**src/rtl/ccff_pkg.sv**
```systemverilog
// Shared state encoding and sizing helpers for the configuration-chain loader.
package ccff_pkg;

    typedef enum logic [1:0] {
        IDLE   = 2'd0,
        LOAD   = 2'd1,
        VERIFY = 2'd2,
        DONE   = 2'd3
    } ccff_state_e;

    // Bits of the final word of a pass that actually reach the chain.
    function automatic int last_word_bits(input int chain_len, input int word_w);
        int rem;
        rem = chain_len % word_w;
        return (rem == 0) ? word_w : rem;
    endfunction

endpackage

```
**src/rtl/ccff_word_serializer.sv**
```systemverilog
// Word-to-bit serialiser (holding word + shift word, MSB first); a word accepted in cycle N offers its first bit in N+1.
// Backpressure: wd_ready drops while the holding word is occupied or load is low.
module ccff_word_serializer #(
    parameter int WORD_W = 32
) (
    input  logic              prog_clk,
    input  logic              reset,
    input  logic              flush,
    input  logic              load,
    input  logic              wd_valid,
    input  logic [WORD_W-1:0] wd_data,
    output logic              wd_ready,
    input  logic              pop,
    input  logic              pop_last,
    output logic              bit_dat,
    output logic              bit_avail
);

    localparam int LW = $clog2(WORD_W + 1);

    logic [WORD_W-1:0] shreg;
    logic [WORD_W-1:0] hold;
    logic [LW-1:0]     sh_left;
    logic              hold_vld;
    logic              accept;
    logic              word_end;
    logic              slot_free;

    assign wd_ready  = load & ~hold_vld;
    assign accept    = wd_valid & wd_ready;
    assign bit_avail = (sh_left != '0);
    assign bit_dat   = shreg[WORD_W-1];
    // pop_last truncates a partial final word; its unsent low bits are dropped here.
    assign word_end  = pop & (pop_last | (sh_left == LW'(1)));
    assign slot_free = word_end | ~bit_avail;

    always_ff @(posedge prog_clk or negedge reset) begin
        if (!reset) begin
            shreg    <= '0;
            hold     <= '0;
            sh_left  <= '0;
            hold_vld <= 1'b0;
        end else if (flush) begin
            shreg    <= '0;
            hold     <= '0;
            sh_left  <= '0;
            hold_vld <= 1'b0;
        end else if (slot_free) begin
            if (hold_vld) begin
                shreg    <= hold;
                sh_left  <= LW'(WORD_W);
                hold_vld <= 1'b0;
            end else if (accept) begin
                shreg   <= wd_data;
                sh_left <= LW'(WORD_W);
            end else begin
                sh_left <= '0;
            end
        end else begin
            if (pop) begin
                shreg   <= shreg << 1;
                sh_left <= sh_left - LW'(1);
            end
            if (accept) begin
                hold     <= wd_data;
                hold_vld <= 1'b1;
            end
        end
    end

endmodule

```
**src/rtl/ccff_chain_loader.sv**
```systemverilog
// Loads (and optionally read-back verifies) a tile-column config chain; first shift one cycle after first word accept.
// Backpressure: wd_ready follows the serialiser holding word while busy; underflow simply pauses shift_en.
module ccff_chain_loader #(
    parameter int CHAIN_LEN = 1024,
    parameter int WORD_W    = 32,
    parameter int CNT_W     = 16
) (
    input  logic              prog_clk,
    input  logic              reset,
    input  logic              start,
    input  logic              verify_en,
    input  logic              abort,
    input  logic              wd_valid,
    input  logic [WORD_W-1:0] wd_data,
    output logic              wd_ready,
    output logic              ccff_head,
    input  logic              ccff_tail,
    output logic              shift_en,
    output logic              busy,
    output logic              done,
    output logic              error,
    output logic [CNT_W-1:0]  err_bit
);

    import ccff_pkg::*;

    localparam bit              PARTIAL  = (last_word_bits(CHAIN_LEN, WORD_W) != WORD_W);
    localparam logic [CNT_W-1:0] LAST_IDX = CNT_W'(CHAIN_LEN - 1);

    ccff_state_e      state;
    ccff_state_e      state_nxt;
    logic [CNT_W-1:0] bit_cnt;
    logic             verify_q;
    logic             head_q;
    logic             bit_dat;
    logic             bit_avail;
    logic             last_bit;
    logic             start_go;

    assign busy      = (state == LOAD) || (state == VERIFY);
    assign done      = (state == DONE);
    assign shift_en  = busy & bit_avail & ~abort;
    assign last_bit  = (bit_cnt == LAST_IDX);
    assign ccff_head = shift_en ? bit_dat : head_q;
    assign start_go  = (state == IDLE) & start & ~abort;

    // Buffers stay intact across LOAD->VERIFY so the re-sent stream flows without a gap.
    ccff_word_serializer #(
        .WORD_W (WORD_W)
    ) u_ser (
        .prog_clk  (prog_clk),
        .reset     (reset),
        .flush     (~busy | abort),
        .load      (busy),
        .wd_valid  (wd_valid),
        .wd_data   (wd_data),
        .wd_ready  (wd_ready),
        .pop       (shift_en),
        .pop_last  (PARTIAL & last_bit),
        .bit_dat   (bit_dat),
        .bit_avail (bit_avail)
    );

    always_comb begin
        state_nxt = state;
        if (abort) begin
            state_nxt = IDLE;
        end else begin
            case (state)
                IDLE:    if (start) state_nxt = LOAD;
                LOAD:    if (shift_en && last_bit) state_nxt = verify_q ? VERIFY : DONE;
                VERIFY:  if (shift_en && last_bit) state_nxt = DONE;
                DONE:    state_nxt = IDLE;
                default: state_nxt = IDLE;
            endcase
        end
    end

    always_ff @(posedge prog_clk or negedge reset) begin
        if (!reset) begin
            state    <= IDLE;
            bit_cnt  <= '0;
            verify_q <= 1'b0;
            head_q   <= 1'b0;
            error    <= 1'b0;
            err_bit  <= '0;
        end else begin
            state  <= state_nxt;
            head_q <= ccff_head;
            if (start_go) begin
                verify_q <= verify_en;
                error    <= 1'b0;
                err_bit  <= '0;
                bit_cnt  <= '0;
            end else if (abort) begin
                bit_cnt <= '0;
            end else if (shift_en) begin
                bit_cnt <= last_bit ? '0 : bit_cnt + CNT_W'(1);
                // The chain is FIFO-ordered: the bit leaving it must equal the bit re-entering it.
                if ((state == VERIFY) && (ccff_tail != bit_dat) && !error) begin
                    error   <= 1'b1;
                    err_bit <= bit_cnt;
                end
            end
        end
    end

endmodule

```
**config.mk**
```make
export PLATFORM = sky130hd
export DESIGN_NAME = ccff_chain_loader
export DESIGN_NICKNAME = d
export VERILOG_FILES = /design/src/rtl/ccff_pkg.sv /design/src/rtl/ccff_word_serializer.sv /design/src/rtl/ccff_chain_loader.sv
export SDC_FILE = /design/constraint.sdc
export NUM_CORES = 1
export LEC_CHECK = 0
export ABC_AREA = 0
export CAP_MARGIN = 20
export CORE_MARGIN = 5
export CORE_UTILIZATION = 55
export CTS_CLUSTER_DIAMETER = 200
export DETAILED_ROUTE_END_ITERATION = 10
export DONT_BUFFER_PORTS = 1
export MAX_ROUTING_LAYER = met4
export PLACE_DENSITY = 0.78
export SETUP_SLACK_MARGIN = 0.4
export SYNTH_ARGS = -nofsm -noshare
export SYNTH_HDL_FRONTEND = slang
export SYNTH_SLANG_ARGS = --single-unit
```
**constraint.sdc**
```tcl
create_clock -name prog_clk -period 2.7 [get_ports prog_clk]
set_clock_uncertainty 0.05 [all_clocks]
set_input_delay 0.54 -clock prog_clk [delete_from_list [all_inputs] [get_ports prog_clk]]
set_output_delay 0.54 -clock prog_clk [all_outputs]
set_load 0.05 [all_outputs]
```
==> summary.md, run 1 <==
| Metric | Value |
|---|---|
| Run status | finished, violations left |
| Failing checks | hold timing |
| Gr usage total | 0.2091 |
| Vias in the first global route | about 3800 |
| Cell Rows | 36 |
| Met1 WL | approximately 5000 um |
| Final Critical Period | between 2 and 2.5 ns |
| Area contributors post-synth | dfrtp_1 (51%), a22o_1 (8.2%), mux2_2 (7.2%), mux2i_1 (6.2%), nand2_1 (3.2%) |
| Yosys reg bits | about 110 |
| Post-layout nets | 525 |
| Layout fillers | 810 |
| Min-delay worst type | input pin to async pin |
| # H-tree levels | 3 |
| Share of cells above drive strength 1 | 0.2091 |
| Max_slew headroom | 0.6187 |
| GPL Wtd Cong | between 0.8 and 0.9 |
| Post-synth top area cell | dfrtp_1 |
| Post-synthesis sequential area ratio | 0.5051 |
| Final core occ | 0.6046 |
| Post-Syn Area | approximately 0.0054 mm^2 |
| Number of flops mapped to enable cells by yosys | 0 |
| Fin cells | between 600 and 700 |
| CP Max Fanout | 7 |
| Starting Density | 0.5550 |
| R2R setup slack | approximately 0.60 ns |
| Fin Hold WS | -0.1866 ns |
| Clock share of power | 0.168 |
| Initial antenna violation count | 0 |
| Drt pass-1 iters | 4 |
| Switching share of power | 0.3968 |
| Residual DRC | 0 |
| Core region area | just under 0.01 mm^2 |
| Post-synthesis simple-gate area fraction | 0.09963 |
| Number of routed nets with antenna violations | 0 |
| Synth top area share | 0.5051 |
| Crit path arrival time | roughly 1.8 ns |
| # port buffers | 0 |
| Mux share of post-synthesis cell area | 0.1333 |
| P_leak | around 0.0026 uW |
| Gr ovfl total | 0 |
| Setup CP Type | flip-flop to output port |
| Die Y-Extent | around 110 um |
| Synth Area in Adders | 0.01871 |
| Max-cap violations | 0 |
| Highest routed layer | met4 |
| YS warnings | 0 |
| CP startpoint kind | flip-flop |
| DR WL/cell | about 18 um |
| Sequential cell area | approximately 0.0027 mm^2 |
| Combinational power share | 0.480 |
| Metal3 WL | 597 um |
| Critical Path RT | around 2.1 ns |
| FF-to-FF End | err_bit[0] |
| Largest net degree at the start of global routing | 109 |
| Post-synth top cells | dfrtp_1 (108), a22o_1 (50), nand2_1 (45) |
| FFs w/ async S/R, synth | 1.000 |
| CTS max path bufs | 2 |
| Starting DRT DRC Count | roughly 180 |
| Slew Limit Fails | 0 |
| Vias per std cell | approximately 6.1 |
| R2R cell count | 7 |
| Share of power burned in registers | 0.352 |
| Xor-xnor portion of the synthesized cell area | 0.009822 |
| Most frequent cell after synthesis | dfrtp_1 |
| P per Cell Area | about 950 mW/mm^2 |
| Main synth FF type | dfrtp_1 |
| Dpl hpwl | approximately 7500 um |
| Root buf cell | clkbuf_8 |
| Number of setup violations in the final report | 0 |
| CTS sink count | about 110 |
| Syn nets | just over 500 |
| Synth cell types | a little under 60 |
| Total negative slack | 0 ns |
| Syn_area_per_cell | ~11 um^2 |
| Worst vdd ir | just over 0.7 mV |
| Placed insts | a little under 600 |
| I/O pin count | slightly above 60 |
| Main combinational cell family by area after synthesis | compound AO/OA/AOI/OAI gates |
| Clock slew at reported path FFs | 0.10 ns |
| Fmax | between 400 and 500 MHz |
| RSZ-0062 raised after global routing | true |
| Final hold vios | 108 |
| CTS tree | yes |
| Synth-to-layout area growth | 8.934% |
| Slew @ Worst Pin | 0.5708 ns |
| Cell internal pwr | between 3000 and 4000 uW |
| Die width | between 100 and 150 um |
| First-pass GRT wire length | roughly 19000 um |
| CTS Buf Count | 9 |
| DR WL met2 | between 5000 and 6000 um |
| DRT Wirelength | about 11000 um |
| DIE AREA | roughly 0.012 mm^2 |
| Post-route clock period utilization | 0.8939 |
| Synthesized instance count | between 400 and 500 |
| Worst flop-to-flop path startpoint | state[1] |
| Inserted Diodes | 0 |
| Synth Area in Compound Gates | 0.1971 |
| Vias | roughly 3800 |
| P_sw | about 2200 uW |
| Area of the multi-input gates | 0.002511 mm^2 |
| Critical Path End Type | output port |
| Later-pin clock latency in the skew report | 0.36 ns |
==> how the worst max path moves through the flow <==
stage	start	end	slack [ns]
3_3_place_gp	state[0]	bit_cnt[14]	0.55
2_1_floorplan	state[0]	ccff_head	0.35
6_report	state[1]	ccff_head	0.29
4_1_cts	state[0]	ccff_head	0.27
3_5_place_dp	state[0]	err_bit[10]	0.45
5_1_grt	state[1]	ccff_head	0.21
==> worst max-delay path, cell delays in order (launching register included) <==
cell and delay [ns]:
dfrtp_1 0.38, inv_2 0.06, ha_4 0.41, nand2b_4 0.09, a21oi_4 0.13, mux2_4 0.40
==> power groups by stage <==
stage	combinational (uW)	sequential [uW]	clock, uW
after floorplan	2000	1950	0
after global placement	2440	1980	0
after detailed placement	2510	1990	0
after CTS	2580	1950	967
after global routing	2870	1980	1030
final	2660	1950	930
==> layout make-up <==
class / instances / area share
flip-flops and latches: 108 / 0.4639
multi-input cells: 321 / 0.4309
repair buffers: 28 / 0.03757
well taps: 133 / 0.02855
clock buffers: 11 / 0.02426
clock inverters: 5 / 0.008373
inverters: 10 / 0.006441
==> kinds of logic (layout without fill, tap and decap cells) <==
| group | count (synthesis) | count (layout) |
|---|---|---|
| AOI/OAI and AO/OA | 137 | 137 |
| xor gates and xnor gates | 6 | 6 |
| adders and majority gates | 8 | 8 |
| buffers and inverters | 41 | 54 |
| DFF | 108 | 108 |
| muxes | 67 | 67 |
| and+or+nand+nor | 103 | 103 |
==> per-layer routing <==
layer | global-route usage | vias to the layer above
met1 | 0.2739 | 1875
met5 | - | -
li1 | - | 1761
met2 | 0.3332 | 120
met4 | 0.07124 | 0
met3 | 0.03493 | 15
==> cells in the final DEF (no fill, tap or decap), drive strengths merged, types with 4 or more instances in the layout <==
cell type	count
a31oi	4
mux2i	33
nor4	5
mux2	34
a21o	6
or3	4
or4	7
dfrtp	108
o21ai	42
nand3	5
nor2	16
a21oi	7
a221oi	7
a22o	50
nand2	45
nand4	5
nor3	4
ha	8
xnor2	4
clkbuf	11
o31ai	5
inv	10
buf	28
==> registers in the layout, summed over array words and instances (netlist names) <==
name	count
u_ser.hold_vld	1
u_ser.sh_left	6
u_ser.hold	32
err_bit	16
bit_cnt	16
verify_q	1
state	2
error	1
u_ser.shreg	32
head_q	1
==> through the flow <==
stage	hold slack, ns	instance area (um^2)	setup WS (ns)	total power [uW]
2_1_floorplan	0.1944	5388	0.3458	3957
4_1_cts	-0.2042	5766	0.2737	5502
6_report	-0.1866	5828	0.2864	5540
5_1_grt	-0.2203	5828	0.2061	5878
3_5_place_dp	0.1997	5525	0.4487	4499
3_3_place_gp	0.1996	5525	0.5502	4422
==> timing repair <==
| action | CTS | global route |
|---|---|---|
| setup endpoints to repair | 3 | 21 |
| setup buffers | 7 | 7 |
| pin swaps | 1 | 3 |
| gates resized for setup | 2 | 2 |
| endpoints found under the hold margin | 108 | 108 |
| gates cloned | 0 | 0 |
Note: power is estimated with default switching activity, not from simulation.
==> inputs of run 2 (changes only) <==
--- a/config.mk
+++ b/config.mk
@@ -6,7 +6,6 @@
 export NUM_CORES = 1
 export LEC_CHECK = 0
 export ABC_AREA = 0
-export CAP_MARGIN = 20
 export CORE_MARGIN = 5
 export CORE_UTILIZATION = 55
 export CTS_CLUSTER_DIAMETER = 200
==> results of run 2 <==
Final layout, timing and power as in run 1 (identical DEF).
==> inputs of run 3 (changes only) <==
--- a/config.mk
+++ b/config.mk
@@ -8,9 +8,9 @@
 export ABC_AREA = 0
 export CORE_MARGIN = 5
 export CORE_UTILIZATION = 55
-export CTS_CLUSTER_DIAMETER = 200
 export DETAILED_ROUTE_END_ITERATION = 10
 export DONT_BUFFER_PORTS = 1
+export GPL_ROUTABILITY_DRIVEN = 0
 export MAX_ROUTING_LAYER = met4
 export PLACE_DENSITY = 0.78
 export SETUP_SLACK_MARGIN = 0.4
==> run 3 against run 2 <==
  * Utilization is 0.53 points lower
  * The run still ends with hold timing left
  * Cell count is 1.1% lower
  * Wire length rose by 0.98%
  * Clock power down 2.2%
  * Sequential power about the same
  * Setup slack worse by 0.026 ns
  * Critical endpoint unchanged
==> summary.md, run 3 (same netlist as run 1, synthesis figures left out) <==
| Metric | Value |
|---|---|
| Slew @ Worst Pin | ~0.5 ns |
| Most common cell after layout, fill and taps aside | dfrtp_1 |
| Vias per std cell | 6.177 |
| DRT Wirelength | 11390 um |
| Largest net degree at the start of global routing | around 110 |
| Fin Hold WS | -0.2074 ns |
| Clock slew at reported path FFs | ~0.1 ns |
| Run status | finished, violations left |
| Final hold vios | approximately 110 |
| Cell internal pwr | ~3300 uW |
| Number of routed nets with antenna violations | 0 |
| CTS sink count | ~110 |
| Root buf cell | clkbuf_8 |
| Inserted Diodes | 0 |
| Switching share of power | 0.4000 |
| Share of cells above drive strength 1 | 0.1975 |
| Setup CP Type | flip-flop to output port |
| Clock share of power | 0.165 |
| First-pass GRT wire length | approximately 19000 um |
| Share of power burned in registers | 0.355 |
| Crit path arrival time | roughly 1.9 ns |
| Critical Path RT | roughly 2.1 ns |
| P per Cell Area | ~960 mW/mm^2 |
| Residual DRC | 0 |
| Vias | approximately 3800 |
| RSZ-0062 raised after global routing | true |
| Dpl hpwl | approximately 7600 um |
| P_leak | 0.002566 uW |
| Gr ovfl total | 0 |
| Min-delay worst type | input pin to async pin |
| P_sw | 2210 uW |
| Most frequent cells in the layout | dfrtp_1 (107), a22o_1 (50), nand2_1 (45), mux2_2 (33), mux2i_1 (33) |
| Starting Density | 0.5550 |
| Post-layout nets | about 520 |
| DR WL/cell | ~19 um |
| Vias in the first global route | about 3800 |
| Post-route clock period utilization | 0.9034 |
| Failing checks | hold timing |
| I/O pin count | 61 |
| Worst vdd ir | between 0.7 and 0.8 mV |
| Number of setup violations in the final report | 0 |
| # port buffers | 0 |
| CTS tree | yes |
| Synth-to-layout area growth | 7.975% |
| Gr usage total | 0.2096 |
| DIE AREA | about 0.012 mm^2 |
| Max-cap violations | 0 |
| Largest registers | u_ser.hold (32), u_ser.shreg (32) |
| Die width | roughly 110 um |
| Final Critical Period | approximately 2.4 ns |
| Starting DRT DRC Count | roughly 230 |
| Total negative slack | 0 ns |
| Die Y-Extent | roughly 110 um |
| Initial antenna violation count | 0 |
| # H-tree levels | 3 |
| Slew Limit Fails | 0 |
| CTS max path bufs | 2 |
| Drt pass-1 iters | 5 |
| Critical Path End Type | output port |
| CTS Buf Count | 9 |
| Fmax | slightly above 400 MHz |
| Core region area | ~0.0096 mm^2 |
| Max_slew headroom | 0.6539 |
| Combinational power share | 0.480 |
| Later-pin clock latency in the skew report | approximately 0.38 ns |
| Cell Rows | 36 |
| CP Max Fanout | 7 |
| CP startpoint kind | flip-flop |
[run 3: metrics by stage]
step	instances	utilization	worst slack, ns	area, um^2	power, uW
after CTS	606	0.5946	0.2582	5732	5446
after global placement	586	0.5732	0.4902	5525	4400
after detailed placement	586	0.5732	0.3848	5525	4498
after floorplan	470	-	0.3458	5388	3957
after global routing	609	0.5993	0.1902	5777	5826
final	609	0.5993	0.2608	5777	5525
[run 3: power groups by stage]
| stage | logic (uW) | clock network [uW] | registers [uW] |
|---|---|---|---|
| final | 2650 | 910 | 1960 |
| after global routing | 2860 | 983 | 1980 |
| after CTS | 2570 | 921 | 1960 |
| after detailed placement | 2500 | 0 | 2000 |
| after global placement | 2420 | 0 | 1980 |
| after floorplan | 2000 | 0 | 1950 |
[run 3: layout make-up]
| cell class | instances | area, um^2 |
|---|---|---|
| timing repair buffer | 22 | 186.4 |
| tap | 133 | 166.4 |
| inverter | 10 | 37.54 |
| multi-input combinational | 321 | 2514 |
| clock buffer | 12 | 145.1 |
| fill | 797 | 3862 |
| clock inverter | 3 | 23.77 |
| sequential | 108 | 2704 |
[run 3: worst paths after layout]
| kind | startpoint | end | slack [ns] | cells past startpoint |
|---|---|---|---|---|
| max in group asynchronous | reset | state[0] | 2.58 | 0 |
| worst min register to register | u_ser.shreg[1] | u_ser.shreg[1] | 0.44 | 2 |
| worst min-delay path | reset | verify_q | -0.21 | 0 |
| min in group prog_clk | abort | state[1] | 0.21 | 1 |
| worst max-delay path | state[1] | ccff_head | 0.26 | 5 |
| worst max register to register | u_ser.sh_left[4] | bit_cnt[15] | 0.59 | 4 |
[run 3: layer usage]
layer / GRT usage / vias to the layer above / part of all wire
li1: - / 1752 / -
met1: 0.2650 / 1873 / 0.43
met2: 0.3252 / 111 / 0.49
met3: 0.05565 / 26 / 0.056
met4: 0.07935 / 0 / 0.026
met5: - / - / 0
[run 3: critical path, cell delays in order, from the launching register on]
cell and delay, ns:
dfrtp_1 0.38, inv_2 0.06, ha_4 0.41, nand2b_4 0.09, a21oi_4 0.13, mux2_4 0.40
[run 3: repair_timing]
action | in CTS | in global routing
pin swaps | 1 | 2
gates resized for setup | 3 | 5
setup endpoints to repair | 5 | 21
hold endpoints to repair | 108 | 108
buffers inserted | 5 | 3
==> variant, RTL diff (flow settings as in run 3) <==
Reset style: synchronous (`reset`), changed in 2 clocked blocks.
--- a/src/rtl/ccff_word_serializer.sv
+++ b/src/rtl/ccff_word_serializer.sv
@@ -34,7 +34,7 @@
     assign word_end  = pop & (pop_last | (sh_left == LW'(1)));
     assign slot_free = word_end | ~bit_avail;
 
-    always_ff @(posedge prog_clk or negedge reset) begin
+    always_ff @(posedge prog_clk) begin
         if (!reset) begin
             shreg    <= '0;
             hold     <= '0;
--- a/src/rtl/ccff_chain_loader.sv
+++ b/src/rtl/ccff_chain_loader.sv
@@ -76,7 +76,7 @@
         end
     end
 
-    always_ff @(posedge prog_clk or negedge reset) begin
+    always_ff @(posedge prog_clk) begin
         if (!reset) begin
             state    <= IDLE;
             bit_cnt  <= '0;
Function: differs if reset is asserted again (counterexample within 4 cycles, from zero or initial values and one cycle with reset low); with reset held inactive, the same outputs for 10 cycles.
==> variant against run 3 <==
Utilization up 0.72 points; sequential cell count unchanged; routed wire length decreased by 12%; area after synthesis down 10%; setup slack worse by 0.078 ns; maximum frequency shrank 3.1%; final area shrank 9.3%; critical path type unchanged.
Power is not compared: it rests on default switching activity, and its combinational part moved more than twofold at a synthesized area within 25%.
==> variant: results (changes against run 3) <==
LEAKAGEPOWER_nW=1.71
NUMBER_OF_ANTENNA_REPAIR_DIODES=0  # unchanged
CLOCK_TREE.BUFFER_DEPTH=2  # unchanged
CP_DATA_ARRIVAL_TIME_NS=1.93  # +0.08 ns
SYNTHTOPCELLSBYAREA='sky130_fd_sc_hd__dfxtp_1, sky130_fd_sc_hd__nand2_1, sky130_fd_sc_hd__mux2i_1, sky130_fd_sc_hd__a21oi_1, sky130_fd_sc_hd__o211ai_1'
YOSYS.CELL_TYPES.COUNT=48  # -19%
INSERTION_DELAY_NS=0.37
FINISH.NET_COUNT=611  # +18%
REG.LARGEST.LIST='u_ser.hold (32), u_ser.shreg (32)'
PORTION_OF_THE_POST_SYNTHESIS_AREA_USED_BY_SEQUENTIAL_ELEMENTS_PCT=45.0  # -5.5 points
FILLER_CELLS_INSERTED=758  # -4.9%
GRT_RESOURCE_USAGE_TOTAL_PCT=19.8  # -1.2 points
DRIVE_ABOVE_1_SHARE_PCT=10.2  # -9.5 points
VIAS=3811  # +1.3%
WORST_SLEW_PIN_SLEW_NS=0.567  # +0.0610 ns
YOSYSWARNINGCOUNT=0  # unchanged
RUN_STATUS='finished, final reports clean'
IO_BUFFER_COUNT=0  # unchanged
POST_SYNTH.CELL_AREA_AVG_UM2=8.45  # -26%
FINALHOLDVIOLCOUNT=0  # -100%
CLOCKROOTBUFFER='sky130_fd_sc_hd__clkbuf_8'
DETAILED_PLACE_HPWL_UM=6800  # -11%
TYPE_OF_THE_WORST_MIN_DELAY_PATH='input pin to flop'
DRT_ITER0_DRC=124  # -47%
SYNTH_TOP_FLOP_CELL='sky130_fd_sc_hd__dfxtp_1'
SYNTH-EDFF-COUNT=0  # unchanged
SYNTH.NET_COUNT=616  # +19%
GRT_REMAINING_OVERFLOW=0  # unchanged
WORST_SETUP_HOLD_PATH_CLK_SLEW_NS=0.11
CTS_MAX_LEVEL=3  # unchanged
GRT_START_MAX_NET_PINS=68  # -38%
PLACED_CELLS_INCL_TAPS=653  # +11%
SYNTH_TOP_CELLS_BY_COUNT='sky130_fd_sc_hd__nand2_1, sky130_fd_sc_hd__dfxtp_1, sky130_fd_sc_hd__a21oi_1'
DRT-PASS1-ITER-COUNT=5  # unchanged
ANTENNA_FOUND_INITIAL=0  # unchanged
GRT_PASS1_VIAS=3686  # -3.3%
POSTSYNTH.ASYNCRESETSHARE_PCT=0  # -100 points
GRT_FIRST_PASS_WIRELENGTH_UM=16600  # -13%
FILLER_FREE_CELL_COUNT_OF_THE_FINISHED_DESIGN=676  # +11%
TRITONCTS.NUM_BUFFERS=9  # unchanged
DETAIL_ROUTE.WL_PER_CELL_UM=14.9  # -20%
WORSTPATHMAXFANOUT=5  # -2
IR_DROP_V=0.000279
## variant: layer usage
metal	routed length, um	up-vias	track usage [%]
li1	-	1935	-
met1	4350	1800	23.1
met2	5040	65	33.5
met3	529	11	3.96
met4	146	0	7.67
met5	0	-	-
## variant: critical path, stage by stage (launching register included)
cell	delay (ns)
sky130_fd_sc_hd__dfxtp_2	0.35
sky130_fd_sc_hd__inv_2	0.05
sky130_fd_sc_hd__ha_4	0.37
sky130_fd_sc_hd__and2b_1	0.18
sky130_fd_sc_hd__a21boi_4	0.19
sky130_fd_sc_hd__mux2_4	0.41
## variant: per-stage QoR
step | instance area, um2 | setup WS, ns
6_report | 5240 | 0.182
5_1_grt | 5240 | 0.103
4_1_cts | 5190 | 0.164
3_5_place_dp | 4940 | 0.280
3_3_place_gp | 4940 | 0.433
2_1_floorplan | 4830 | 0.186
## variant: power by group
group	total (W)	switching, W	internal, W
registers	0.00160	0.00000267	0.00160
clock network	0.000874	0.000536	0.000338
logic	0.000152	0.0000947	0.0000574
total	0.00262	0.000633	0.00199
## variant: cells by family after synthesis
group	Yosys count	synth area share, %
compound gates	116	14.8
simple gates	223	20.2
buf+inv	44	3.91
mux	49	10.3
xor+xnor	19	3.47
fa+ha+maj	9	2.35
flops	108	45.0
## variant: path summary, 6_finish.rpt
kind	cells past startpoint	from	endpoint	slack [ns]
hold / removal	2	wd_data[30]	u_ser.hold[30]	0.24
setup reg to reg	9	state[1]	err_bit[13]	0.52
hold reg to reg	2	u_ser.hold[18]	u_ser.hold[18]	0.41
setup / recovery	5	state[1]	ccff_head	0.18
## variant: layout make-up
type,instances,area share [%]
clock buffer,11,2.51
timing repair buffer,22,4.42
clock inverter,5,0.693
tap,108,2.58
inverter,6,0.478
sequential,108,41.4
multi-input combinational,416,48.0
## variant: what timing repair did
item | 4_1_cts | 5_1_grt
gates cloned | 1 | 0
setup endpoints to repair | 26 | 64
resized for setup | 9 | 6
pin swaps | 1 | 1
setup buffers | 4 | 2
